[src/rtl/serial_ripple_subtractor.sv]
// rtl/serial_ripple_subtractor.sv - multi-cycle A - B - borrowin, one CHUNK-bit slice per clock
module serial_ripple_subtractor #(
    parameter int NUMBITS = 8,
    parameter int CHUNK   = 4
) (
    input  logic               clk,
    input  logic               reset,
    input  logic               start,
    input  logic [NUMBITS-1:0] A,
    input  logic [NUMBITS-1:0] B,
    input  logic               borrowin,
    output logic               busy,
    output logic               done,
    output logic [NUMBITS-1:0] result,
    output logic               borrowout,
    output logic               overflow
);

    localparam int C    = NUMBITS / CHUNK;
    localparam int IDXW = (C > 1) ? $clog2(C) : 1;
    localparam int MSB  = NUMBITS - 1;
    localparam logic [IDXW-1:0] LAST_IDX = IDXW'(C - 1);

    typedef enum logic [1:0] {
        IDLE,
        RUN,
        DONE
    } state_t;

    state_t             state_q, state_d;
    logic [NUMBITS-1:0] a_q, a_d;
    logic [NUMBITS-1:0] b_q, b_d;
    logic [NUMBITS-1:0] result_q, result_d;
    logic [IDXW-1:0]    idx_q, idx_d;
    logic               borrow_q, borrow_d;
    logic               borrowout_q, borrowout_d;
    logic               overflow_q, overflow_d;

    logic [CHUNK-1:0]   a_slice;
    logic [CHUNK-1:0]   b_slice;
    logic [CHUNK:0]     diff;

    always_comb begin
        state_d     = state_q;
        a_d         = a_q;
        b_d         = b_q;
        result_d    = result_q;
        idx_d       = idx_q;
        borrow_d    = borrow_q;
        borrowout_d = borrowout_q;
        overflow_d  = overflow_q;

        a_slice = a_q[idx_q*CHUNK +: CHUNK];
        b_slice = b_q[idx_q*CHUNK +: CHUNK];
        diff    = {1'b0, a_slice} - {1'b0, b_slice} - {{CHUNK{1'b0}}, borrow_q};

        case (state_q)
            IDLE, DONE: begin
                if (start) begin
                    a_d         = A;
                    b_d         = B;
                    borrow_d    = borrowin;
                    idx_d       = '0;
                    borrowout_d = 1'b0;
                    overflow_d  = 1'b0;
                    state_d     = RUN;
                end else begin
                    state_d = IDLE;
                end
            end
            RUN: begin
                result_d[idx_q*CHUNK +: CHUNK] = diff[CHUNK-1:0];
                borrow_d = diff[CHUNK];
                idx_d    = idx_q + 1'b1;
                if (idx_q == LAST_IDX) begin
                    // Flags are latched with the last slice so they hold until the next start.
                    state_d     = DONE;
                    borrowout_d = diff[CHUNK];
                    overflow_d  = (a_q[MSB] ^ b_q[MSB]) & (result_d[MSB] ^ a_q[MSB]);
                end
            end
            default: state_d = IDLE;
        endcase
    end

    always_ff @(posedge clk or negedge reset) begin
        if (!reset) begin
            state_q     <= IDLE;
            a_q         <= '0;
            b_q         <= '0;
            result_q    <= '0;
            idx_q       <= '0;
            borrow_q    <= 1'b0;
            borrowout_q <= 1'b0;
            overflow_q  <= 1'b0;
        end else begin
            state_q     <= state_d;
            a_q         <= a_d;
            b_q         <= b_d;
            result_q    <= result_d;
            idx_q       <= idx_d;
            borrow_q    <= borrow_d;
            borrowout_q <= borrowout_d;
            overflow_q  <= overflow_d;
        end
    end

    assign busy      = (state_q == RUN);
    assign done      = (state_q == DONE);
    assign result    = result_q;
    assign borrowout = borrowout_q;
    assign overflow  = overflow_q;

endmodule

[config.mk]
export PLATFORM = sky130hd
export DESIGN_NAME = serial_ripple_subtractor
export DESIGN_NICKNAME = d
export VERILOG_FILES = /design/src/rtl/serial_ripple_subtractor.sv
export SDC_FILE = /design/constraint.sdc
export NUM_CORES = 1
export LEC_CHECK = 0
export CAP_MARGIN = 30
export CORE_ASPECT_RATIO = 0.9
export CORE_MARGIN = 8
export CORE_UTILIZATION = 40
export DETAILED_ROUTE_END_ITERATION = 8
export GPL_TIMING_DRIVEN = 0
export MAX_ROUTING_LAYER = met4
export PLACE_DENSITY_LB_ADDON = 0.12
export SKIP_CTS_REPAIR_TIMING = 1
export SLEW_MARGIN = 10
export SYNTH_ARGS = -nofsm -noshare
export SYNTH_HDL_FRONTEND = slang
export SYNTH_SLANG_ARGS = --single-unit
[constraint.sdc]
create_clock -name clk -period 3.4 [get_ports clk]
set_clock_uncertainty 0.05 [all_clocks]
set_input_delay 0.34 -clock clk [delete_from_list [all_inputs] [get_ports clk]]
set_output_delay 0.34 -clock clk [all_outputs]
set_load 0.005 [all_outputs]
==> results.py <==
metrics = {
    "setup_path": {
        "worstPathMaxFanout": 10,
        "slowest_delay_ps": 440,
        "cp_slowest_cell": "fa_1",
        "crit_chain": "buf_2 > mux2_2 > fa_1 > fa_1 > nand2b_1 > a21oi_1 > xnor2_1 > o21ai_0",
        "start_kind": "flop",
        "critical_path.most_common_cell": "fa_1",
        "critical_path_required_ps": 3490,
        "crit_arrival_ps": 2770,
        "setup.worst_path.end_class": "flop",
        "critPathKind": "reg -> reg",
    },
    "cts": {
        "cts_tree": "yes",
        "root_buffer": "clkbuf_8",
        "htreeDepth": 2,
        "clock-sinks": 30,
        "cts_max_path_buffers": 2,
        "cts_made_buffers": 5,
        "clkTransAtPathRegs_ps": 60,
        "clkLatencyLatePin_ps": 270,
    },
    "routing": {
        "drt_iter0_markers": 61,
        "ant_nets": 0,
        "wire_per_inst_um": 12.8,
        "drcViolationCount": 0,
        "vias": 1040,
        "drt-total-wl_um": 2900,
        "viasPerCell": 4.58,
        "dr.pass1.iters": 4,
    },
    "timing": {
        "finalCritPeriodShare_pct": 78.9,
        "maxSlewViolCount": 0,
        "rsz0062_at_grt": "false",
        "worst_pin_slew_ps": 663,
        "fin_setup_tns_ps": 0,
        "fmax_mhz": 373,
        "slew-limit-headroom_pct": 55.8,
        "finalHoldViolCount": 0,
        "worst_slack_ps": 719,
        "setup_viol": 0,
        "period_needed_ps": 2680,
    },
    "worst_hold_path": {
        "hp-class": "in -> async",
    },
    "synthesis": {
        "syn_nets": 171,
        "ys_seq_area_share_pct": 53.4,
        "ys_ff_latch": 30,
        "synth_cell_types": 25,
        "syn_avg_cell_area_um2": 9.70,
        "synthesis.area_um2": 1410,
        "yosys_warnings": 0,
        "netlist_instances": 145,
    },
    "pwr": {
        "power.total_w": 0.00197,
        "ir_worst_vdd_mv": 0.381,
        "powerDensity_nw_per_um2": 1070,
        "leakage_nw": 0.876,
    },
    "die": {
        "dieWidth_um": 78.5,
        "rows": 20,
        "io_pins": 32,
        "die_h_um": 72.3,
        "dieArea_um2": 5670,
        "start_util_pct": 41.6,
        "coreArea_um2": 3380,
    },
    "global_route": {
        "grt_start_max_net_pins": 31,
        "track_usage_pct": 11.9,
        "grt-ovfl-total": 0,
        "grt_pass1_vias": 1144,
        "grt_pass1_wl_um": 5180,
        "antenna_found_initial": 0,
    },
    "place": {
        "io_buffer_count": 31,
        "dpl_cell_area_um2": 1770,
        "gp_congestion": 0.834,
        "dpl.hpwl_um": 2200,
        "dp_slack_ps": 720,
    },
    "layout": {
        "final_nets": 209,
        "fill_cells": 317,
        "drive_above_1_share_pct": 6.56,
        "diodes": 0,
        "design_area_um2": 1840,
        "syn2layout_area_growth_pct": 31.0,
    },
    "outcome": {
        "status": "finished clean",
    },
    "job": {
        "cap_violations": 0,
    },
}
-- power breakdown --
group          total [W]  switching, W  internal [W]
Sequential      0.000624     0.0000869      0.000537
Clock           0.000257      0.000117      0.000140
Combinational    0.00109      0.000575      0.000510
Total            0.00197      0.000779       0.00119
-- critical path, delay by kind of cell, from the launching register on --
family          cells  cell delay, ps
compound gates      2             280
xor+xnor            1             170
fa+ha+maj           2             860
buf+inv             1             260
flops               1             370
mux                 1             400
simple gates        1             160
-- area by class of cell --
cell class / instances / area [um^2] / share of cell area, %
flip-flops and latches: 30 / 751 / 40.7
multi-input cells: 102 / 606 / 32.9
repair buffers: 31 / 305 / 16.6
clock buffers: 7 / 76.3 / 4.14
well taps: 44 / 55.1 / 2.99
plain buffers: 7 / 27.5 / 1.49
inverters: 6 / 22.5 / 1.22
-- layout by cell type (no fill, tap or decap) --
cell | synthesis | final
mux2_1 | 4 | 4
or3_1 | 1 | 1
a211oi_1 | 1 | 1
buf_2 | 1 | 2
mux2_2 | 2 | 2
xnor2_1 | 2 | 2
fa_1 | 2 | 2
o211ai_2 | 1 | 1
ha_1 | 4 | 4
clkdlybuf4s50_1 | 0 | 30
a211o_1 | 1 | 1
a311o_1 | 1 | 1
o21ai_1 | 3 | 3
clkbuf_1 | 6 | 8
inv_1 | 5 | 5
clkbuf_8 | 0 | 5
nand2_1 | 55 | 55
nand2b_1 | 6 | 6
a21oi_1 | 3 | 3
inv_2 | 1 | 1
dfrtp_1 | 30 | 30
nor2b_1 | 2 | 2
mux2i_1 | 4 | 4
nand3_1 | 4 | 4
nor2_1 | 1 | 1
o21ai_0 | 4 | 4
mux2_4 | 1 | 1
-- cell families (layout without fill, tap and decap cells) --
kind of cell,count (synthesis),after routing,share of synthesized area [%]
AO/OA/AOI/OAI,14,14,6.32
XOR/XNOR,2,2,1.25
adder cells (fa/ha/maj),6,6,6.41
buffers and inverters,13,51,3.56
flip-flops,30,30,53.4
multiplexers,11,11,8.72
AND/OR/NAND/NOR,69,69,20.4
-- sequential cells by signal (all words and copies together), names as in the netlist --
register,flops
borrow_q,1
borrowout,1
result,8
b_q,8
idx_q,1
overflow,1
state_q,2
a_q,8
-- through the flow --
step,utilization (%),hold WS [ps],cells
6_report,54.6,45.2,227
5_1_grt,54.6,96.9,227
4_1_cts,54.6,65.9,227
3_5_place_dp,52.3,361,220
3_3_place_gp,52.4,406,220
2_1_floorplan,-,-5.59,145
-- cell usage after synthesis --
| library cell | instances | area, um^2 |
|---|---|---|
| a211oi_1 | 1 | 7.51 |
| nand2_1 | 55 | 206 |
| o21ai_1 | 3 | 15.0 |
| inv_2 | 1 | 3.75 |
| clkbuf_1 | 6 | 22.5 |
| mux2_2 | 2 | 22.5 |
| buf_2 | 1 | 5.00 |
| dfrtp_1 | 30 | 751 |
| or3_1 | 1 | 6.26 |
| nor2b_1 | 2 | 12.5 |
| nor2_1 | 1 | 3.75 |
| a311o_1 | 1 | 10.0 |
| a211o_1 | 1 | 8.76 |
| xnor2_1 | 2 | 17.5 |
| mux2i_1 | 4 | 40.0 |
| mux2_1 | 4 | 45.0 |
| fa_1 | 2 | 40.0 |
| o211ai_2 | 1 | 12.5 |
| nand2b_1 | 6 | 37.5 |
| a21oi_1 | 3 | 15.0 |
| nand3_1 | 4 | 20.0 |
| inv_1 | 5 | 18.8 |
| o21ai_0 | 4 | 20.0 |
| ha_1 | 4 | 50.1 |
| mux2_4 | 1 | 15.0 |
-- path summary, 6_finish.rpt --
| kind | start | cells past startpoint | to | slack [ps] |
|---|---|---|---|---|
| setup / recovery | idx_q | 8 | borrowout | 720 |
| hold / removal | reset | 1 | a_q[3] | 50 |
| setup reg to reg | idx_q | 8 | borrowout | 720 |
| hold reg to reg | a_q[5] | 2 | a_q[5] | 420 |
| max in group asynchronous | reset | 1 | state_q[0] | 2830 |
| min in group clk | a_q[5] | 2 | a_q[5] | 420 |
-- routing by layer --
layer  GRT usage (%)  routed length (um)  up-vias
met3            3.95                 190        5
met1            14.2                1370      470
met4            4.93                  36        0
met5               -                   0        -
met2            17.9                1300       28
li1                -                   -      537
No activity file was read; power rests on OpenSTA's default activity.
